[src/rtl/fft_twiddle_sequencer.sv]
// Radix-2 FFT butterfly/twiddle address sequencer: walks L stages of N/2 butterflies under a valid/ready handshake.
// Optional feature: define FFT_SEQ_ABORT_EN to add an abort input that cancels a running transform.
module fft_twiddle_sequencer #(
  parameter int MAX_N      = 1024,
  parameter int ADDR_WIDTH = 10
) (
  input  logic                  clk,
  input  logic                  rst_n,
  input  logic                  start,
  input  logic [3:0]            log2n,
  input  logic                  bf_ready,
  output logic                  bf_valid,
  output logic [ADDR_WIDTH-1:0] addr_a,
  output logic [ADDR_WIDTH-1:0] addr_b,
  output logic [ADDR_WIDTH-1:0] tw_k,
  output logic [ADDR_WIDTH:0]   tw_n,
  output logic [3:0]            stage,
  output logic                  busy,
  output logic                  done,
  output logic                  cfg_err
`ifdef FFT_SEQ_ABORT_EN
  ,
  input  logic                  abort
`endif
);

  localparam int AW   = ADDR_WIDTH;
  localparam int LMAX = ($clog2(MAX_N) < ADDR_WIDTH) ? $clog2(MAX_N) : ADDR_WIDTH;
  localparam logic [4:0]    LMAX_V = 5'(LMAX);
  localparam logic [AW-1:0] ONE_A  = {{(AW-1){1'b0}}, 1'b1};
  localparam logic [AW:0]   ONE_N  = {{AW{1'b0}}, 1'b1};

  typedef enum logic [1:0] {IDLE = 2'd0, RUN = 2'd1, DONE = 2'd2} state_t;

  state_t          state_q, state_d;
  logic [3:0]      l_q, l_d, s_q, s_d;
  logic [AW-1:0]   j_q, j_d;
  logic            bf_valid_q, bf_valid_d, busy_q, busy_d, done_q, done_d, cfg_err_q, cfg_err_d;
  logic [AW-1:0]   addr_a_q, addr_a_d, addr_b_q, addr_b_d, tw_k_q, tw_k_d;
  logic [AW:0]     tw_n_q, tw_n_d;
  logic [3:0]      stage_q, stage_d;
  logic [AW-1:0]   j_last_s, span_s, pos_s;
  logic            accept_s, log2n_ok_s;

  // Next-state, counter stepping and descriptor generation (shift/mask only).
  always_comb begin
    state_d    = state_q;
    l_d        = l_q;
    s_d        = s_q;
    j_d        = j_q;
    bf_valid_d = bf_valid_q;
    busy_d     = busy_q;
    done_d     = 1'b0;
    cfg_err_d  = 1'b0;
    accept_s   = bf_valid_q & bf_ready;
    log2n_ok_s = (log2n != 4'd0) && ({1'b0, log2n} <= LMAX_V);
    j_last_s   = (ONE_A << (l_q - 4'd1)) - ONE_A;

    case (state_q)
      IDLE: begin
        if (start && log2n_ok_s) begin
          l_d        = log2n;
          s_d        = 4'd0;
          j_d        = '0;
          state_d    = RUN;
          bf_valid_d = 1'b1;
          busy_d     = 1'b1;
        end else if (start) begin
          cfg_err_d  = 1'b1;
        end else begin
          state_d    = IDLE;
        end
      end
      RUN: begin
`ifdef FFT_SEQ_ABORT_EN
        if (abort) begin
          state_d    = IDLE;
          bf_valid_d = 1'b0;
          busy_d     = 1'b0;
        end else
`endif
        if (accept_s && (j_q == j_last_s) && (s_q == (l_q - 4'd1))) begin
          state_d    = DONE;
          bf_valid_d = 1'b0;
          busy_d     = 1'b0;
          done_d     = 1'b1;
        end else if (accept_s && (j_q == j_last_s)) begin
          s_d        = s_q + 4'd1;
          j_d        = '0;
        end else if (accept_s) begin
          j_d        = j_q + ONE_A;
        end else begin
          j_d        = j_q;
        end
      end
      DONE: begin
        state_d = IDLE;
      end
      default: begin
        state_d    = IDLE;
        bf_valid_d = 1'b0;
        busy_d     = 1'b0;
      end
    endcase

    // Counters hold when nothing advances, so the descriptor holds with them.
    span_s   = ONE_A << s_d;
    pos_s    = j_d & (span_s - ONE_A);
    addr_a_d = ((j_d >> s_d) << (s_d + 4'd1)) | pos_s;
    addr_b_d = addr_a_d | span_s;
    tw_k_d   = pos_s;
    tw_n_d   = ONE_N << (s_d + 4'd1);
    stage_d  = s_d;
  end

  // State and registered outputs with synchronous active-low reset.
  always_ff @(posedge clk) begin
    if (!rst_n) begin
      state_q    <= IDLE;
      l_q        <= 4'd0;
      s_q        <= 4'd0;
      j_q        <= '0;
      bf_valid_q <= 1'b0;
      busy_q     <= 1'b0;
      done_q     <= 1'b0;
      cfg_err_q  <= 1'b0;
      addr_a_q   <= '0;
      addr_b_q   <= '0;
      tw_k_q     <= '0;
      tw_n_q     <= ONE_N << 1;
      stage_q    <= 4'd0;
    end else begin
      state_q    <= state_d;
      l_q        <= l_d;
      s_q        <= s_d;
      j_q        <= j_d;
      bf_valid_q <= bf_valid_d;
      busy_q     <= busy_d;
      done_q     <= done_d;
      cfg_err_q  <= cfg_err_d;
      addr_a_q   <= addr_a_d;
      addr_b_q   <= addr_b_d;
      tw_k_q     <= tw_k_d;
      tw_n_q     <= tw_n_d;
      stage_q    <= stage_d;
    end
  end

  assign bf_valid = bf_valid_q;
  assign addr_a   = addr_a_q;
  assign addr_b   = addr_b_q;
  assign tw_k     = tw_k_q;
  assign tw_n     = tw_n_q;
  assign stage    = stage_q;
  assign busy     = busy_q;
  assign done     = done_q;
  assign cfg_err  = cfg_err_q;

endmodule

[config.mk]
export PLATFORM = sky130hd
export DESIGN_NAME = fft_twiddle_sequencer
export DESIGN_NICKNAME = d
export VERILOG_FILES = /design/src/rtl/fft_twiddle_sequencer.sv
export SDC_FILE = /design/constraint.sdc
export NUM_CORES = 1
export LEC_CHECK = 0
export ABC_CLOCK_PERIOD_IN_PS = 13120
export BUFFER_PORTS_ARGS = -buffer_cell sky130_fd_sc_hd__buf_2
export CAP_MARGIN = 20
export CORE_ASPECT_RATIO = 1.1
export CORE_UTILIZATION = 40
export CTS_CLUSTER_DIAMETER = 150
export DETAILED_ROUTE_END_ITERATION = 8
export GPL_TIMING_DRIVEN = 0
export PLACE_DENSITY_LB_ADDON = 0.05
export SYNTH_ARGS = -nofsm -noshare
export SYNTH_HDL_FRONTEND = slang
export SYNTH_SLANG_ARGS = --single-unit
[constraint.sdc]
create_clock -name clk -period 13.12 [get_ports clk]
set_input_delay 0.656 -clock clk [delete_from_list [all_inputs] [get_ports clk]]
set_output_delay 0.656 -clock clk [all_outputs]
set_load 0.005 [all_outputs]
**Yosys cells after proc, flatten, opt, wreduce, memory -nomap -nowiden**

Cells that the tools add are included.

- Magnitude comparators: 1
- Bitwise gates (word level): 7
- Mux-type cells: 18
- Reductions and logical operators: 11
- Shift operators: 5
- $add $sub $neg: 6
- Equal/unequal tests: 7

Operator list:

| operator | number |
|---|---|
| 10-bit two-way mux | 4 |
| 10-bit OR | 2 |
| 10-bit one-hot mux with 2 select lines | 1 |
| 1-bit by 4-bit << shifter with 10-bit output (first input constant) | 2 |
| 10-bit by 1-bit subtractor with 10-bit output (second input constant) | 2 |
| 4-bit two-way mux | 3 |
| 1-bit by 4-bit << shifter with 11-bit output (first input constant) | 1 |
| 10-bit by 1-bit adder with 10-bit output (second input constant) | 1 |
| 10-bit bitwise AND | 1 |
| 10-bit equality test | 1 |
| 10-bit by 4-bit << shifter with 10-bit output | 1 |
| 10-bit by 4-bit right shift with 10-bit output | 1 |
| 4-bit by 1-bit adder with 4-bit output (second input constant) | 2 |
| 4-bit one-hot mux with 2 select lines | 1 |
| 2-bit two-way mux | 3 |
| 2-bit AND reduction | 3 |
| 4-bit equality test | 1 |
| 4-bit less-or-equal comparator (second input constant) | 1 |
| 1-bit logical AND | 4 |
| 1-bit two-way mux | 4 |
| 2-bit inequality test (second input constant) | 2 |
| 2-bit one-hot mux with 2 select lines | 1 |
| 4-bit nonzero test | 1 |
| 4-bit by 1-bit subtractor with 4-bit output (second input constant) | 1 |
| 9 further kinds | 11 |

- Flip-flop bits (word level): 64
- Output and inout bits: 49
- Logic and storage cells: 66

**Depth between registers and ports, before layout**

Gate-level depths: netlist (run 1).

- Depth after elaboration: 13
- Depth in mapped cells: 27

**Least setup slack after synthesis (run 1)**

No wires, ideal clock.

- Path kind: reg-to-reg
- From: register l_q[1]
- To: register addr_b_q[6], in the netlist addr_b[6]
- Buffers on the path: 4
- Path slack: 7.697 ns
- Period minus slack after synthesis: 5.423 ns
- Data required time: 12.986 ns
- Cell stages (with the launch flop): 25
- Setup time: 0.134 ns
- Arrival: 5.288 ns
- Cell sequence: dfxtp_1 > inv_1 > ha_1 > buf_4 > nor2_1 > a32o_1 > nand2_1 > ha_1 > xnor2_1 > mux2i_1 > a22oi_1 > o32ai_1 > nand3_1 > or3_1 > buf_2 > a211o_2 > buf_2 > ha_1 > clkbuf_1 > or3_1 > o21ai_0 > o32ai_1 > nor2_1 > nor3b_1 > or4_1

- Word-level cells in the longest chain between the ends: 13

Ends and longest elaborated chain:

| what | line | RTL |
|---|---|---|
| from (decl) | 36 | `logic [3:0] l_q, l_d, s_q, s_d;` |
| from (signal assigned) | 134 | `l_q <= l_d;` |
| 4-bit by 1-bit subtractor with 4-bit output (*) | 57, 82 |  |
| 1-bit by 4-bit << shifter with 10-bit output | 57 | `j_last_s = (ONE_A << (l_q - 4'd1)) - ONE_A;` |
| 10-bit by 1-bit subtractor with 10-bit output | 57 |  |
| 10-bit equality test | 82, 87 |  |
| 1-bit logical AND | 82, 87 |  |
| 4-bit two-way mux or 1-bit logical AND (tied branches) | 87, 82 |  |
| 4-bit two-way mux | 82 | `if (accept_s && (j_q == j_last_s) && (s_q == (l_q - 4'd1))) begin` |
| 4-bit one-hot mux with 2 select lines | 59 | `case (state_q)` |
| 1-bit by 4-bit << shifter with 10-bit output | 107 | `span_s = ONE_A << s_d;` |
| 10-bit by 1-bit subtractor with 10-bit output | 108 | `pos_s = j_d & (span_s - ONE_A);` |
| 10-bit bitwise AND | 108 |  |
| 10-bit OR | 109 | `addr_a_d = ((j_d >> s_d) << (s_d + 4'd1)) \| pos_s;` |
| 10-bit OR (*) | 110 | `addr_b_d = addr_a_d \| span_s;` |
| to (signal assigned) | 142 | `addr_b_q <= addr_b_d;` |
| to (decl) | 39 | `logic [AW-1:0] addr_a_q, addr_a_d, addr_b_q, addr_b_d, tw_k_q, tw_k_d;` |

Mark *: on every way between the ends. The rest lies on a longest branch, timed or not.
A chain may end at the register's enable or synchronous reset.

**Worst setup path after layout (run 1)**

- From: register l_q[1]
- To: register addr_b_q[8], in the netlist addr_b[8]

The elaborated chain is that of the path after synthesis.

==> results of run 1 <==
==> how the worst min path moves through the flow <==
stage                      end  slack [ns]
after floorplan           busy        0.41
after global placement    busy        0.42
after detailed placement  busy        0.42
after CTS                 busy        0.42
after global routing      busy        0.46
final                     busy        0.42
==> flip-flops by register name, summed over array words and instances, names as in the netlist <==
register / count
tw_n: 11
addr_a: 10
addr_b: 10
j_q: 10
tw_k: 10
l_q: 4
stage: 4
state_q: 2
busy: 1
cfg_err: 1
done: 1
==> final cells by class <==
cell class,count,area [um^2]
inverters,20,80.1
repair buffers,56,280
plain buffers,32,145
multi-input cells,407,2740
flip-flops and latches,64,1280
fillers,1069,5350
well taps,143,179
clock inverters,5,37.5
clock buffers,11,253
==> cell usage in the layout (no fill, tap or decap), types with 7 or more instances in the layout <==
cell       netlist  final
a21oi_1         24     24
and2_1          32     32
and3_1          15     15
buf_2            5     61
clkbuf_1        23     23
clkbuf_16        0      9
dfxtp_1         64     64
ha_1            19     19
inv_1           17     17
mux2i_1          7      7
nand2_1         52     52
nand3_1         23     23
nor2_1          41     41
o21ai_0         18     18
or3_1            8      8
xnor2_1         14     14
xor2_1          10     10
==> power breakdown <==
part	total, uW	switching (uW)	internal [uW]
logic	46.7	29.4	17.3
registers	198	1.84	196
clock network	229	90.5	139
==> per-layer routing <==
layer,GRT usage,vias up,share of wire
met5,0,-,0
met4,0.145,0,0.040
met3,0.0366,35,0.038
met2,0.447,134,0.50
met1,0.296,1951,0.42
li1,-,2038,-
==> synth_stat cells (3+ instances only) <==
| master | count | area share |
|---|---|---|
| a31oi_1 | 5 | 0.0074 |
| a32oi_1 | 5 | 0.010 |
| o21ai_0 | 18 | 0.021 |
| o22ai_1 | 4 | 0.0059 |
| or3_1 | 8 | 0.012 |
| xnor2_1 | 14 | 0.029 |
| or4_1 | 3 | 0.0053 |
| inv_1 | 17 | 0.015 |
| o21a_1 | 4 | 0.0071 |
| a211o_1 | 4 | 0.0082 |
| ha_1 | 19 | 0.056 |
| a211oi_1 | 5 | 0.0088 |
| a21boi_0 | 6 | 0.011 |
| o31ai_1 | 4 | 0.0071 |
| a21oi_1 | 24 | 0.028 |
| a21o_1 | 4 | 0.0071 |
| and2_1 | 32 | 0.047 |
| clkbuf_1 | 23 | 0.020 |
| o32ai_1 | 3 | 0.0062 |
| nor4_1 | 5 | 0.0074 |
| o221ai_1 | 5 | 0.010 |
| nand2b_1 | 4 | 0.0059 |
| o31a_1 | 4 | 0.0082 |
| nor2_1 | 41 | 0.036 |
| nand4_1 | 3 | 0.0044 |
| mux2i_1 | 7 | 0.017 |
| a31o_2 | 3 | 0.0062 |
| o211ai_1 | 5 | 0.0088 |
| dfxtp_1 | 64 | 0.30 |
| nand2_1 | 52 | 0.046 |
| nor3_1 | 6 | 0.0071 |
| o21ai_1 | 3 | 0.0035 |
| nand4b_1 | 3 | 0.0062 |
| buf_4 | 3 | 0.0053 |
| nor2b_1 | 6 | 0.0088 |
| and3_1 | 15 | 0.022 |
| xor2_1 | 10 | 0.021 |
| a22oi_1 | 5 | 0.0088 |
| buf_2 | 5 | 0.0059 |
| nand3_1 | 23 | 0.027 |
==> stage by stage <==
step | instances | hold WS [ns] | instance area (um^2) | worst slack [ns]
after global routing | 738 | 0.463 | 5000 | 5.46
after floorplan | 523 | 0.406 | 4250 | 7.70
after global placement | 722 | 0.423 | 4710 | 6.21
final | 738 | 0.425 | 5000 | 6.08
after detailed placement | 722 | 0.424 | 4710 | 6.09
after CTS | 738 | 0.421 | 5000 | 6.07
==> cells by family after synthesis <==
group / share of synthesized area
flops: 0.302
fa+ha+maj: 0.0560
buf+inv: 0.0530
mux: 0.0218
simple gates: 0.262
xor+xnor: 0.0548
compound gates: 0.251
==> impl_metrics.yaml, run 1 <==
run_status:
  status: "finished clean"
run:
  maxCapViolCount: 0
floorplanning:
  die_y_um: 110
  floorplan.rows: 39
  dieArea_um2: 11000
  die-width_um: 100
  core_um2: 10300
  start_util: 0.410
  num_io_pins: 57
power_and_ir_drop:
  report.power.total_uw: 474
  power.density_nw_per_um2: 94.9
  ir_worst_vdd_mv: 0.0620
  p_leak_uw: 0.00222
sta:
  slew_headroom: 0.502
  worstMarginPinSlew_ns: 0.726
  setup_tns_ns: 0
  max_freq_ghz: 0.142
  rsz0062_at_grt: "false"
  fin_crit_ns: 7.04
  fin_worst_skew_ns: 0.00781
  finalMaxSlewViolations: 0
  finalSetupViolCount: 0
  hold_viol: 0
  finalCritPeriodShare: 0.537
detailed_routing:
  dr.pass1.iters: 5
  first_iter_violations: 237
  via_per_inst: 5.63
  finalWirelength_um: 13500
  drcViolationCount: 0
  vias: 4158
  drt-wirelength-per-cell_um: 18.3
  ant_nets: 0
placement:
  hpwlAfterDp_um: 10300
  place_congestion: 0.926
  io_buffers: 56
setup_path:
  cpPeakStageDelay_ns: 0.59
  r2r-start: "l_q[1]"
  crit_type: "flop to flop"
  critPathBufInv: 5
  critPathMostFrequentCell: "ha_1"
  end_kind: "flop"
  cp_slowest_cell: "clkbuf_1"
  path_depth: 25
  critPathCapture: "addr_b[8]"
  r2r_slack_ns: 6.08
  worstPathRequired_ns: 13.34
  critPathTopFamily: "compound AO/OA/AOI/OAI gates"
  worst-path-max-fanout: 13
  cp-start-kind: "flop"
  worstRegToRegCells: 25
  cp-startpoint: "l_q[1]"
  cp.arrival_ns: 7.26
  rr_endpoint: "addr_b[8]"
yosys:
  ys_seq_area_frac: 0.302
  syn-cell-area_um2: 4250
  synth_nets: 550
  syn_inst: 523
  ys_ff_latch: 64
  synth_warnings: 0
  synth-async-reset-ratio: 0
  synthFlopType: "dfxtp_1"
  synth.distinct_cells: 77
  synth_edf_count: 0
  avgSynthCellArea_um2: 8.12
grt:
  grt_overflow: 0
  grt_pass1_wl_um: 21200
  grt_pass1_vias: 3990
  grt_usage: 0.254
  antenna_found_initial: 0
  grt_max_degree: 14
hold_path:
  hp-class: "flop to flop"
  hold_depth: 1
  min_from: "state_q[0]"
clocking:
  cts.path.max_buffers: 2
  cts.sinks: 64
  post-cts-setup-buffers: 0
  path_clk_slew_ns: 0.06
  ctsHoldBuffers: 0
  cts_buffers: 9
  cts_resized: 0
  clock_latency_ns: 0.34
  cts_root_buffer: "clkbuf_16"
  cts_tree: "yes"
  h-tree-depth: 3
cells_and_area:
  syn2layout_area_growth_pct: 17.6
  utilization: 0.483
  fin_nets: 617
  antenna_cells: 0
  drive_gt1_frac: 0.176
No activity file was read; power rests on OpenSTA's default activity.
==> run 2, diff against run 1 <==
- ABC_CLOCK_PERIOD_IN_PS: 13120 -> 7000
- clock period: 13.12 -> 7 ns (I/O delays scaled with it)
==> run 2 against run 1 <==
Effect of this change: combinational power increased by 87%; flip-flop and latch count unchanged; register-to-register slack lost 5.5 ns; routed wire length fell by 0.56%; sequential share of layout area about the same; global-route usage is 0.054 points lower; critical path type unchanged.
==> impl_metrics.yaml, run 2 (same netlist as run 1, synthesis figures left out) <==
run_status:
  status: "finished clean"
floorplanning:
  dieArea_um2: 11000
  die_y_um: 110
  num_io_pins: 57
  core_um2: 10300
  die-width_um: 100
  floorplan.rows: 39
  start_util: 0.410
sta:
  slew_headroom: 0.506
  finalMaxSlewViolations: 0
  worstMarginPinSlew_ns: 0.721
  finalCritPeriodShare: 0.923
  rsz0062_at_grt: "false"
  fin_worst_skew_ns: 0.00804
  hold_ws_ns: 0.268
  hold_viol: 0
  max_freq_ghz: 0.155
  finalSetupViolCount: 0
  fin_crit_ns: 6.46
  final.setup.worst_slack_ns: 0.538
placement:
  place_congestion: 0.926
  io_buffers: 56
  dp_slack_ns: -0.0296
  hpwlAfterDp_um: 10300
setup_path:
  cp-startpoint: "l_q[0]"
  cp.arrival_ns: 6.69
  end_kind: "flop"
  cp-start-kind: "flop"
  crit_type: "flop to flop"
  r2r-start: "l_q[0]"
  worstPathRequired_ns: 7.23
  worst-path-max-fanout: 13
detailed_routing:
  via_per_inst: 5.63
  dr.pass1.iters: 4
  finalWirelength_um: 13400
  ant_nets: 0
  drcViolationCount: 0
  first_iter_violations: 254
  vias: 4150
  drt-wirelength-per-cell_um: 18.2
power_and_ir_drop:
  power.density_nw_per_um2: 178
  ir_worst_vdd_mv: 0.115
  p_leak_uw: 0.00223
  report.power.total_uw: 889
cells_and_area:
  antenna_cells: 0
  layout_commonest_cell: "dfxtp_1"
  drive_gt1_frac: 0.182
  fin_nets: 616
  final_cell_mix: "dfxtp_1 (63), buf_2 (61), nand2_1 (52)"
  utilization: 0.484
  syn2layout_area_growth_pct: 17.9
  largest_register_ffs: 11
run:
  maxCapViolCount: 0
clocking:
  clock_latency_ns: 0.34
  cts_root_buffer: "clkbuf_16"
  cts_tree: "yes"
  h-tree-depth: 3
  cts.sinks: 64
  cts.path.max_buffers: 2
  post-cts-setup-buffers: 0
  path_clk_slew_ns: 0.06
  cts_buffers: 9
grt:
  grt_pass1_vias: 3978
  grt_max_degree: 18
  grt_usage: 0.253
  grt_overflow: 0
  grt_pass1_wl_um: 21100
  antenna_found_initial: 0
hold_path:
  min_from: "start"
  hp-class: "input pin to flop"
-- run 2: cell types whose count changed in the layout (fill, tap and decap cells not counted), sizes merged --
cell / before / now
clkbuf: 34 / 33
-- run 2: per-layer routing --
metal | routed length (um) | track usage | share of wire | vias to the layer above
met5 | 0 | 0 | 0 | -
met4 | 530 | 0.142 | 0.040 | 0
met3 | 462 | 0.0366 | 0.034 | 33
met2 | 6810 | 0.447 | 0.51 | 107
met1 | 5590 | 0.295 | 0.42 | 1970
li1 | - | - | - | 2040
-- run 2: through the flow --
step | setup TNS (ns) | instances | instance area, um^2
2_1_floorplan | 0 | 523 | 4250
3_3_place_gp | 0 | 722 | 4710
3_5_place_dp | -0.0296 | 722 | 4710
4_1_cts | 0 | 737 | 4990
5_1_grt | 0 | 737 | 5010
6_report | 0 | 737 | 5010
-- run 2: where the power goes --
group / switching (uW) / leakage, uW / internal [uW]
registers: 3.48 / 0.000517 / 368
clock network: 170 / 0.000139 / 260
logic: 55.0 / 0.00157 / 32.5
total: 228 / 0.00223 / 661
-- run 2: final timing paths --
| kind | endpoint | slack [ns] | cells after the start |
|---|---|---|---|
| worst max register to register | addr_b[8] | 0.54 | 26 |
| worst min register to register | busy | 0.42 | 1 |
| worst min-delay path | cfg_err | 0.27 | 3 |
| worst max-delay path | addr_b[8] | 0.54 | 26 |
-- run 2: critical path: stages, from the launching register on --
cell	delay, ns
dfxtp_1	0.37
buf_4	0.19
inv_1	0.10
ha_1	0.20
buf_4	0.17
nor2_1	0.15
a32o_1	0.28
nand2_1	0.08
ha_1	0.28
xnor2_2	0.26
mux2i_1	0.24
a22oi_1	0.09
o32ai_1	0.38
nand3_1	0.25
or3_1	0.39
buf_2	0.18
a211o_2	0.40
clkinv_4	0.12
buf_6	0.20
ha_1	0.18
clkbuf_1	0.36
a21oi_1	0.11
o21ai_0	0.50
a21oi_1	0.08
a21oi_1	0.28
a21oi_1	0.16
o31a_1	0.33
-- run 2: cell type report --
| class | count | area [um^2] |
|---|---|---|
| plain buffers | 31 | 141 |
| clock buffers | 11 | 253 |
| clock inverters | 5 | 37.5 |
| fillers | 1070 | 5340 |
| inverters | 20 | 80.1 |
| multi-input cells | 407 | 2750 |
| flip-flops and latches | 64 | 1280 |
| well taps | 143 | 179 |
| repair buffers | 56 | 280 |
-- run 2: what timing repair did --
item,CTS,global route
resized for setup,0,3
hold buffers,0,0
endpoints found under the setup margin,1,3
